$ cat config.mk
export PLATFORM = sky130hd
export DESIGN_NAME = coef_block_tx
export DESIGN_NICKNAME = d
export VERILOG_FILES = /design/src/rtl/coef_fc_pkg.sv /design/src/rtl/coef_buf.sv /design/src/rtl/coef_block_tx.sv
export SDC_FILE = /design/constraint.sdc
export NUM_CORES = 1
export LEC_CHECK = 0
export BUFFER_PORTS_ARGS = -buffer_cell sky130_fd_sc_hd__buf_2
export CELL_PAD_IN_SITES_DETAIL_PLACEMENT = 1
export CELL_PAD_IN_SITES_GLOBAL_PLACEMENT = 2
export CORE_ASPECT_RATIO = 0.6
export CORE_UTILIZATION = 30
export DETAILED_ROUTE_END_ITERATION = 8
export PLACE_DENSITY_LB_ADDON = 0.1
export SYNTH_ARGS = -nofsm -noshare
export SYNTH_HDL_FRONTEND = slang
export SYNTH_SLANG_ARGS = --single-unit
$ cat constraint.sdc
create_clock -name clk -period 9.1 [get_ports clk]
set_input_delay 0.91 -clock clk [delete_from_list [all_inputs] [get_ports clk]]
set_output_delay 0.91 -clock clk [all_outputs]
set_load 0.03 [all_outputs]
$ cat src/rtl/coef_fc_pkg.sv
// Shared types and helpers for the coefficient flow-control link.
// Used by the transmit side and its coefficient buffer.
package coef_fc_pkg;

    typedef enum logic [2:0] {
        IDLE,
        S_DC,
        S_AC,
        S_GAP,
        S_DONE
    } tx_state_e;

    localparam int AC_LEN_DEFAULT = 15;

    function automatic int cnt_w(input int max_count);
        return $clog2(max_count) + 1;
    endfunction

endpackage

$ cat src/rtl/coef_buf.sv
// Coefficient block buffer: entry 0 holds DC, 1..DEPTH-1 hold AC.
// Single write port, asynchronous read port.
module coef_buf #(
    parameter int DATA_WIDTH = 12,
    parameter int DEPTH      = 16,
    localparam int AW        = $clog2(DEPTH)
) (
    input  logic                  clk,
    input  logic                  we_i,
    input  logic [AW-1:0]         waddr_i,
    input  logic [DATA_WIDTH-1:0] wdata_i,
    input  logic [AW-1:0]         raddr_i,
    output logic [DATA_WIDTH-1:0] rdata_o
);

    logic [DATA_WIDTH-1:0] mem_q [DEPTH];

    // Write port; contents are not reset.
    always_ff @(posedge clk) begin
        if (we_i) begin
            mem_q[waddr_i] <= wdata_i;
        end
    end

    assign rdata_o = mem_q[raddr_i];

endmodule

$ cat src/rtl/coef_block_tx.sv
// Transmit side of the coefficient flow-control link: serialises one
// buffered block as DC word, AC run, gap, counting units like the receiver.
module coef_block_tx
    import coef_fc_pkg::*;
#(
    parameter int MAX_COUNT  = 24,
    parameter int DATA_WIDTH = 12,
    parameter int AC_LEN     = AC_LEN_DEFAULT
) (
    input  logic                            clk,
    input  logic                            RESET,
    input  logic                            WR_EN,
    input  logic [$clog2(AC_LEN+1)-1:0]     WR_ADDR,
    input  logic [DATA_WIDTH-1:0]           WR_DATA,
    input  logic                            START,
    input  logic                            HAS_DC,
    output logic                            READY,
    output logic                            ERR,
    input  logic                            inter_flag_valid,
    output logic                            VALIDO,
    output logic                            DC,
    output logic [DATA_WIDTH-1:0]           DATAO,
    output logic [cnt_w(MAX_COUNT)-1:0]     UNIT_COUNT,
    output logic                            DONE
);

    localparam int AW = $clog2(AC_LEN + 1);
    localparam int CW = cnt_w(MAX_COUNT);
    localparam logic [CW-1:0] MAX_C = CW'(MAX_COUNT);
    localparam logic [AW-1:0] LAST  = AW'(AC_LEN);

    tx_state_e             state_q, state_d;
    logic [AW-1:0]         idx_q, idx_d, rd_idx;
    logic [CW-1:0]         cnt_q, cnt_d, cnt_inc, rem, need;
    logic                  vld_q, vld_d, dc_q, dc_d;
    logic                  rdy_q, err_q, err_d, done_q;
    logic [DATA_WIDTH-1:0] data_q, data_d, rd_data;

    coef_buf #(
        .DATA_WIDTH(DATA_WIDTH),
        .DEPTH     (AC_LEN + 1)
    ) u_buf (
        .clk    (clk),
        .we_i   (WR_EN && rdy_q),
        .waddr_i(WR_ADDR),
        .wdata_i(WR_DATA),
        .raddr_i(rd_idx),
        .rdata_o(rd_data)
    );

    assign cnt_inc = (cnt_q == MAX_C) ? cnt_q : cnt_q + CW'(1);
    assign rem     = MAX_C - cnt_q;
    assign need    = HAS_DC ? CW'(2) : CW'(1);

    // Next state, word index and unit count; all frozen while the qualifier is low.
    always_comb begin
        state_d = state_q;
        idx_d   = idx_q;
        cnt_d   = cnt_q;
        err_d   = 1'b0;
        if (inter_flag_valid) begin
            unique case (state_q)
                IDLE: begin
                    if (START) begin
                        if (rem >= need) begin
                            state_d = HAS_DC ? S_DC : S_AC;
                            idx_d   = AW'(1);
                        end else begin
                            err_d = 1'b1;
                        end
                    end
                end
                S_DC: begin
                    cnt_d   = cnt_inc;
                    state_d = S_AC;
                end
                S_AC: begin
                    if (idx_q == LAST) begin
                        state_d = S_GAP;
                    end else begin
                        idx_d = idx_q + AW'(1);
                    end
                end
                S_GAP: begin
                    cnt_d   = cnt_inc;
                    state_d = (cnt_inc == MAX_C) ? S_DONE : IDLE;
                end
                S_DONE: state_d = S_DONE;
                default: state_d = IDLE;
            endcase
        end
    end

    // Word to present in the next cycle, looked up from the next state.
    always_comb begin
        rd_idx = (state_d == S_DC) ? '0 : idx_d;
        vld_d  = (state_d == S_DC) || (state_d == S_AC);
        dc_d   = (state_d == S_DC);
        data_d = vld_d ? rd_data : '0;
    end

    // State and output registers with synchronous reset.
    always_ff @(posedge clk) begin
        if (RESET) begin
            state_q <= IDLE;
            idx_q   <= '0;
            cnt_q   <= '0;
            vld_q   <= 1'b0;
            dc_q    <= 1'b0;
            data_q  <= '0;
            rdy_q   <= 1'b1;
            err_q   <= 1'b0;
            done_q  <= 1'b0;
        end else begin
            state_q <= state_d;
            idx_q   <= idx_d;
            cnt_q   <= cnt_d;
            vld_q   <= vld_d;
            dc_q    <= dc_d;
            data_q  <= data_d;
            rdy_q   <= (state_d == IDLE);
            err_q   <= err_d;
            done_q  <= (cnt_d == MAX_C);
        end
    end

    // The receiver ignores frozen cycles, so the held word is blanked while
    // the qualifier is low and reappears unchanged when it returns.
    assign VALIDO     = vld_q & inter_flag_valid;
    assign DC         = dc_q & inter_flag_valid;
    assign DATAO      = inter_flag_valid ? data_q : '0;
    assign READY      = rdy_q;
    assign ERR        = err_q;
    assign UNIT_COUNT = cnt_q;
    assign DONE       = done_q;

endmodule

Word level (Yosys, flattened, before mapping)
Memories as Yosys holds them, arrays and structs flattened. A register that Yosys moved wholly into a read port is not among the register bits.
Index checks and enable logic that the tools add are counted.

word-level totals
  output and inout bits = 23
  word-level logic and storage cells = 57
  memories = 1
  RAM bits = 192
  input bits = 22
  flip-flop bits (word level) = 18

operators by class
  add/subtract/negate cells = 3
  eq/ne operators = 10
  muxes and demuxes = 21
  order comparisons = 1
  bitwise gates (word level) = 6
  reductions and logical operators = 7

memories
  memory       words  width  rd ports  clocked after Yosys merged registers in  wr ports  RTL line        source
  u_buf.mem_q  16     12     1         1                                        1         coef_buf.sv:16  logic [DATA_WIDTH-1:0] mem_q [DEPTH];

operators with widths
  kind                 number
  $mux 4               5
  $eq 6x5->1 const B   3
  $mux 6               3
  $mux 3               5
  $pmux 3 s5           1
  $mux 12              1
  $eq 3x2->1 const B   3
  $pmux 4 s2           1
  $add 6x1->6 const B  1
  $eq 3x1->1 const B   2
  $ge 6x2->1           1
  $logic_not 3->1      2
  $sub 5x6->6 const A  1
  $add 4x1->4 const B  1
  $eq 4x4->1 const B   1
  $mux 2               2
  $not 1->1            4
  $reduce_or 2->1      2
  $reduce_or 4->1      1
  $eq 3x3->1 const B   1
  $mux 1               3
  $and 1x1->1          2
  $logic_and 1x1->1    1
  $logic_or 1x1->1     1

Logic depth before layout (Yosys ltp)
Gate-level depths: netlist of run 1.

  depth in word-level cells = 10
  depth in mapped cells = 14
  gate-level depth less buffers = 11

Modules after synthesis
A second synthesis of run 1 with hierarchy kept.

second synthesis, totals
  cell total of the unflattened synthesis = 501
  area total of the unflattened synthesis = 8933.6 µm²

by module, submodules not included
  module         times used  cells an instance  area an instance (µm²)  sequential area each (µm²)
  coef_buf       1           317                7359.6                  5765.5
  coef_block_tx  1           184                1574.0                  600.6

Worst setup path before layout of run 1
No wires, ideal clock.

  kind = flip-flop to flip-flop
  start = reg cnt_q[0] (netlist: UNIT_COUNT[0])
  end = reg data_q[3], read port of u_buf.mem_q
  clock period less this slack = 3.325 ns
  required time = 8.983 ns
  arrival = 3.208 ns
  setup time = 0.117 ns
  setup slack = 5.775 ns
  path buffers = 2
  cell stages (with the launch flop) = 14
  cells stage by stage = dfxtp_1 inv_1 ha_1 ha_1 inv_1 o211ai_1 nor2_1 o21a_1 or3_1 buf_2 nand4_1 clkbuf_1 a31oi_1 a22o_1

between the ends
  word-level cells in the longest chain between the ends = 10
  elaborated cells between the ends (all ways) = 21
  those cells by class = 2 x add/sub; 1 x order compare; 4 x eq/ne; 11 x mux; 1 x bitwise; 2 x reduce/logical

ends and longest elaborated chain
  element                                          RTL line                                  source
  start, declared                                  coef_block_tx.sv:34                       logic [CW-1:0] cnt_q, cnt_d, cnt_inc, rem, need;
  start signal, assigned                           coef_block_tx.sv:117                      cnt_q <= cnt_d;
  $sub 5x6->6 (tied with other cells)              coef_block_tx.sv:52                       assign rem = MAX_C - cnt_q;
  $ge 6x2->1 / $mux 6 (equally long branches)      coef_block_tx.sv:65, coef_block_tx.sv:51
  $mux 3 / $eq 6x5->1 (equally long branches)      coef_block_tx.sv:65, coef_block_tx.sv:86
  $mux 3 (on tied branches)                        coef_block_tx.sv:64, coef_block_tx.sv:86
  $pmux 3 s5                                       coef_block_tx.sv:62                       unique case (state_q)
  $mux 3                                           coef_block_tx.sv:61                       if (inter_flag_valid) begin
  $eq 3x1->1 / $eq 3x2->1 (equally long branches)  coef_block_tx.sv:96, coef_block_tx.sv:97
  $logic_or 1x1->1                                 coef_block_tx.sv:97                       vld_d = (state_d == S_DC) || (state_d == S_AC);
  $not 1->1 (no line)                              -
  $reduce_or 2->1 (no line)                        -
  end, declared                                    coef_block_tx.sv:37                       logic [DATA_WIDTH-1:0] data_q, data_d, rd_data;

Several ways; a longest one is shown, not always the timed one.
A chain may end at the register's enable or synchronous reset.

Final worst setup path of run 1
  start = reg cnt_q[0] (netlist: UNIT_COUNT[0])
  end = reg data_q[5], read port of u_buf.mem_q

Same word-level chain as after synthesis.

==> results of run 1 <==
==> layer usage <==
metal	part of all wire	up-vias
met1	0.53	3222
met2	0.41	124
met3	0.039	30
met4	0.016	0
met5	0	-
li1	-	2855
==> final timing paths <==
path | endpoint | slack, ps | from | cells past startpoint
max | data_q[5] | 4600 | UNIT_COUNT[0] | 12
min | data_q[0] | 580 | u_buf.mem_q[8][0] | 3
max reg2reg | data_q[5] | 4600 | UNIT_COUNT[0] | 12
min reg2reg | data_q[0] | 580 | u_buf.mem_q[8][0] | 3
==> through the flow <==
step	setup slack [ps]	instances	util	power [uW]	hold WS (ps)
6_report	4603	1188	0.3526	2337	577.6
5_1_grt	4219	1188	0.3526	2428	628.7
4_1_cts	4535	1188	0.3526	2369	585.2
3_5_place_dp	4003	1144	0.3285	1420	570.6
3_3_place_gp	4246	1144	0.3285	1413	569.8
2_1_floorplan	5775	709	-	1324	533.5
==> sequential cells by signal, summed over array words and instances, names as in the netlist <==
name	cells
u_buf.mem_q	192
data_q	12
UNIT_COUNT	6
idx_q	4
state_q	3
DONE	1
ERR	1
READY	1
dc_q	1
vld_q	1
==> cells by family (layout without fill, tap and decap cells) <==
family | count (synthesis) | in the layout | share of synthesized area
buf+inv | 66 | 129 | 0.03396
compound gates | 174 | 174 | 0.1280
mux | 60 | 60 | 0.06766
flops | 222 | 222 | 0.6646
fa+ha+maj | 5 | 5 | 0.006531
xor+xnor | 6 | 6 | 0.005486
simple gates | 176 | 176 | 0.09378
==> layout make-up <==
type                       instances  area share
inverter                          16    0.005445
timing repair buffer              69     0.03698
clock buffer                      34     0.06160
multi-input combinational        421      0.2649
tap                              416     0.04719
sequential                       222      0.5772
clock inverter                    10    0.006693
==> critical path: cells and delay by family (launching register included) <==
family	cells	cell delay [ps]
AND/OR/NAND/NOR	3	1200
flip-flops	1	500
buffers and inverters	2	520
AO/OA/AOI/OAI	5	1610
adder cells (fa/ha/maj)	2	590
==> layout by cell type, fill, tap and decap left out, types with 3 or more instances in the layout <==
cell	synthesis	layout
nor3_2	1	3
buf_2	10	44
dfxtp_1	30	30
clkbuf_16	0	25
or3_1	5	5
xnor2_1	4	4
o221ai_1	13	13
a22o_1	12	12
o21ai_0	20	20
ha_1	5	5
a21oi_1	25	25
clkbuf_1	24	7
a31oi_1	24	24
inv_1	16	16
a2111oi_0	11	11
clkinv_1	0	3
nor4b_1	4	4
nand4_1	4	4
clkinv_2	0	5
nand2_1	39	39
a211oi_1	13	13
mux2_1	4	4
mux2_2	31	31
mux2i_1	24	24
o22ai_1	11	11
nor2_1	47	47
nor3_1	7	3
nand2b_1	3	3
and2_1	18	18
nand3_1	29	29
edfxtp_1	192	192
a22oi_1	25	25
nor2b_1	6	6
buf_4	3	25
==> report_power, final <==
group | leakage (uW) | internal, uW | switching [uW]
registers | 0.00198 | 1120 | 8.51
logic | 0.00138 | 89.1 | 173
clock network | 0.000369 | 547 | 396
==> reports/results.ini, run 1 <==
[route]
drc = 0
drt_first_pass_iters = 5
wl_mm = 27.95
via_count = 6231
ant_nets = 0
viasPerCell = 5.245
wire_per_inst_um = 23.53
drt_iter0_markers = 422

[layout]
stdcell_area_um2 = 11030
drive_gt1_frac = 0.1956
multi_input_area_um2 = 2922
area_delta_synth_final_pct = 15.14
fillers = 3303
nets = 781
seq_area_um2 = 6366
num_antenna_cells = 0

[hold_path]
hold_class = register to register

[status]
status = complete, no violations

[place]
dpl.hpwl_mm = 18.92
dpl_cell_area_um2 = 10280
portBuffers = 44
place_congestion = 0.8087

[clock_tree]
cts_sinks = 222
clockBufferDepth = 3
cts_resized = 0
ctsHoldBuffers = 0
path_clk_slew_ps = 60
htreeDepth = 1
clkLatencyLatePin_ps = 520
cts_tree = built
root_buffer = clkbuf_16
cts_buffers = 24
cts_setup_buffers = 0

[synthesis]
synth_ff_type = edfxtp_1
synthCells = 709
synth_edf_count = 192
yosysMostFrequentCell = edfxtp_1
yosys.area.top_type = edfxtp_1
synth.distinct_cells = 63
ys_seq_area_frac = 0.6646
yosys_warnings = 0
ys_ff_latch = 222
async_flop_share = 0
syn_nets = 736
synth_top_area_share = 0.6019
synth.top_cells.by_count = edfxtp_1 (192), nor2_1 (47), nand2_1 (39), mux2_2 (31), dfxtp_1 (30)
synth_area_leaders = edfxtp_1 (60%), dfxtp_1 (6.3%), mux2_2 (3.6%), mux2i_1 (2.5%), a22oi_1 (2.0%)
syn_area_per_cell_um2 = 13.51
synthesis.area_um2 = 9579

[grt]
grt_first_pass_wirelength_mm = 41.88
grt-ovfl-total = 0
use_met2 = 0.2455
grt_start_max_net_pins = 41
met3_usage = 0.02993
grt.total_usage = 0.1744
antenna_found_initial = 1
grtUsageMet1 = 0.2766
grt.busiest_layer = met1
grt_pass1_vias = 6308

[power_and_ir_drop]
ir_drop_mv = 0.1248
power.leakage_uw = 0.003727
p_per_area_nw_per_um2 = 211.9

[floorplan]
ioPinCount = 45
start_util = 0.3062
row_count = 50
dieArea_um2 = 32670
fp.dieW_um = 232.7
core-area_um2 = 31280
die_h_um = 140.4

[sta]
max_slew_margin = 0.1851
period_needed_ps = 4497
fin_worst_skew_ps = 8.202
rsz0062_at_grt = false
slew_viol_final = 0
final.period_utilization = 0.4941
tightestPinTransition_ps = 1218
timing.fmax_ghz = 0.2224
tns_ps = 0
hold_viol = 0
setup_viol = 0

[critical_path]
cp_data_required_time_ps = 9560
startpoint_type = register
critPathKind = register to register
crit_arrival_ps = 4960
endpoint_kind = register
critPathMaxFanout = 28
max_stage_delay_ps = 700
path_cells = inv_1 > ha_1 > ha_1 > a211oi_1 > o211ai_1 > nor2_1 > o21a_1 > or3_1 > buf_4 > nand4_1 > a31oi_1 > a22o_1
crit_top_cell = ha_1
cp_slowest_cell = nand4_1

[job]
maxCapViolations = 0

Power figures use the tool's default switching activity.
==> inputs of run 2 (changes only) <==
--- a/config.mk
+++ b/config.mk
@@ -5,6 +5,7 @@
 export SDC_FILE = /design/constraint.sdc
 export NUM_CORES = 1
 export LEC_CHECK = 0
+export ABC_AREA = 1
 export BUFFER_PORTS_ARGS = -buffer_cell sky130_fd_sc_hd__buf_2
 export CELL_PAD_IN_SITES_DETAIL_PLACEMENT = 1
 export CELL_PAD_IN_SITES_GLOBAL_PLACEMENT = 2
==> constraint.sdc (replaced) <==
create_clock -name clk -period 3.8 [get_ports clk]
set_input_delay 0.38 -clock clk [delete_from_list [all_inputs] [get_ports clk]]
set_output_delay 0.38 -clock clk [all_outputs]
set_load 0.03 [all_outputs]
==> reports/results.ini, run 2 <==
[place]
portBuffers = 44  ; unchanged
dp.cells = 1418  ; +24%
place_congestion = 0.7535  ; -6.8%
dpl.hpwl_mm = 19.72  ; +4.2%

[synthesis]
synth_area_leaders = edfxtp_1 (58%), nand3_1 (7.8%), dfxtp_1 (6.1%), nand2_1 (5.3%), nor2_1 (5.3%)
synth_compound_area_frac = 0.02485  ; -0.1032
ys_ff_latch = 222  ; unchanged
synth_top_family_by_area = simple AND/OR/NAND/NOR gates
synth-simple-area-share = 0.2460  ; +0.1522
synth_adder_area_share = 0.006308  ; -0.0002233
synth_edf_count = 192  ; unchanged
syn_area_per_cell_um2 = 10.32  ; -24%
synth_ff_type = edfxtp_1
synth_xor_area_frac = 0.003532  ; -0.001954
synth_top_area_share = 0.5813  ; -0.02058
async_flop_share = 0  ; unchanged
synth.distinct_cells = 30  ; -52%
syn_nets = 988  ; +34%
yosys_warnings = 0  ; unchanged
synthesis.area_um2 = 9918  ; +3.5%
synth.top_cells.by_count = edfxtp_1 (192), nand3_1 (154), nand2_1 (141), nor2_1 (139), inv_1 (115)
yosysMostFrequentCell = edfxtp_1
yosys.area.top_type = edfxtp_1
ys_seq_area_frac = 0.6419  ; -0.02272
synthCells = 961  ; +36%
synthMuxAreaShare = 0  ; -0.06766

[clock_tree]
ctsHoldBuffers = 0  ; unchanged
cts_tree = built
htreeDepth = 1  ; unchanged
cts_buffers = 24  ; unchanged
clockBufferDepth = 3  ; unchanged
cts_resized = 0  ; unchanged
cts_sinks = 222  ; unchanged
cts_setup_buffers = 0  ; unchanged
clkLatencyLatePin_ps = 530  ; about the same
path_clk_slew_ps = 60  ; about the same
root_buffer = clkbuf_16

[grt]
grt_start_max_net_pins = 51  ; +24%
grt-ovfl-total = 0  ; unchanged
grt_first_pass_wirelength_mm = 46.84  ; +12%
antenna_found_initial = 0  ; -1
grt.total_usage = 0.1915  ; +0.01704
grt_pass1_vias = 6791  ; +7.7%

[sta]
rsz0062_at_grt = false
period_needed_ps = 3279  ; -1217 ps
fin_worst_skew_ps = 8.006  ; -0.1962 ps
tns_ps = 0  ; unchanged
final.period_utilization = 0.8630  ; +0.3688
slew_viol_final = 0  ; unchanged
timing.fmax_ghz = 0.3049  ; +37%
tightestPinTransition_ps = 1025  ; -193.0 ps
max_slew_margin = 0.3142  ; +0.1291
hold_viol = 0  ; unchanged
setup_viol = 0  ; unchanged

[layout]
fillers = 3647  ; +10%
num_antenna_cells = 0  ; unchanged
drive_gt1_frac = 0.1262  ; -0.06939
largest_reg_flops = 192  ; unchanged
top_register = u_buf.mem_q
mostFrequentLayoutCells = edfxtp_1 (192), nand3_1 (154), nand2_1 (141)
area_delta_synth_final_pct = 15.98
nets = 1047  ; +34%
stdcell_count = 1462  ; +23%
layout_commonest_cell = edfxtp_1

[critical_path]
endpoint_kind = register
cp_slowest_cell = buf_4
max_stage_delay_ps = 510  ; -190 ps
critPathKind = register to register
path_cells = inv_1 > ha_1 > ha_1 > inv_1 > a21oi_1 > nor2_1 > nand3_2 > nand4_1 > nand2_1 > nand2_1 > nand2_1 > nand2_8 > buf_4 > nand3b_1 > nand3_1 > nand3_1 > nand3_1 > a21oi_1
crit_arrival_ps = 3690  ; -1270 ps
cp_data_required_time_ps = 4210  ; -5350 ps
worst-path-buf-inv = 3  ; +1
startpoint_type = register
path_delay_family = simple AND/OR/NAND/NOR gates
critPathMaxFanout = 50  ; +79%

[floorplan]
dieArea_um2 = 33820  ; +3.5%
ioPinCount = 45  ; unchanged
die_h_um = 142.8  ; +1.7%
core-area_um2 = 32480  ; +3.8%
start_util = 0.3054  ; -0.0008739
fp.dieW_um = 236.7  ; +1.7%
row_count = 51  ; +2.0%

[hold_path]
hold_class = input port to register

[route]
ant_nets = 0  ; unchanged
drt_first_pass_iters = 5  ; unchanged
drt_iter0_markers = 495  ; +17%
via_count = 6880  ; +10%
wl_mm = 31.77  ; +14%
drc = 0  ; unchanged
wire_per_inst_um = 21.73  ; -7.6%
viasPerCell = 4.706  ; -10%

[power_and_ir_drop]
ir_drop_mv = 0.2380  ; +91%
p_per_area_nw_per_um2 = 497.6  ; +130%
power.leakage_uw = 0.004629  ; +24%

[job]
maxCapViolations = 0  ; unchanged

[status]
status = complete, no violations

run 2: changes by cell type in the layout (fill, tap and decap cells not counted), sizes merged, moves of 24 or more:
cell | before | now
nor2 | 48 | 142
nand3b | 2 | 62
a22oi | 25 | 1
mux2 | 35 | 0
a31oi | 24 | 0
nand2 | 39 | 147
inv | 16 | 118
nand3 | 31 | 156
mux2i | 25 | 0
run 2: path summary, 6_finish.rpt:
kind                       from   endpoint  slack [ps]  depth (start not counted)
setup / recovery  UNIT_COUNT[1]  data_q[6]         520                         18
hold / removal            START        ERR         140                          3
setup reg to reg  UNIT_COUNT[1]  data_q[6]         520                         18
hold reg to reg        idx_q[1]   idx_q[1]         520                          2
run 2: per-layer routing:
metal  up-vias  global-route usage  share of wire
met1      3391              0.3105           0.56
met3        30             0.02842          0.042
li1       3342                   -              -
met4         0             0.03042          0.015
met2       117              0.2658           0.38
met5         -                   0              0
run 2: area by class of cell:
class,count,area [um^2],share of cell area
well taps,424,530.5,0.04612
flip-flops and latches,222,6366,0.5534
clock inverters,11,123.9,0.01077
clock buffers,33,675.6,0.05873
inverters,118,442.9,0.03850
repair buffers,83,575.6,0.05003
multi-input cells,571,2789,0.2424
run 2: worst register-to-register path: cells and delay by family (launching register included):
family	cells	cell delay [ps]
and+or+nand+nor	11	1320
adders and majority gates	2	620
AOI/OAI and AO/OA	2	130
DFF	1	420
buffers and inverters	3	660
run 2: per-stage QoR:
step,utilization,area (um^2),hold WS (ps),worst slack [ps],power [uW]
floorplan,-,9918,478.1,886.2,3119
global placement,0.3296,10700,512.0,557.0,3349
detailed placement,0.3296,10700,523.8,496.3,3348
CTS,0.3542,11500,121.9,455.3,5793
global route,0.3542,11500,142.1,126.5,5935
finish,0.3542,11500,142.0,520.7,5724
run 2: logic make-up (layout without fill, tap and decap cells):
kind of cell / Yosys count / count (layout)
adders and majority gates: 5 / 5
xor gates and xnor gates: 4 / 4
DFF: 222 / 222
and+or+nand+nor: 516 / 516
AOI/OAI and AO/OA: 46 / 46
buffers and inverters: 168 / 245
run 2: power breakdown:
group          leakage, uW  internal [uW]  switching (uW)
Combinational      0.00226            168             407
Sequential         0.00198           2690            22.2
Clock             0.000392           1440             998
Total              0.00463           4300            1430
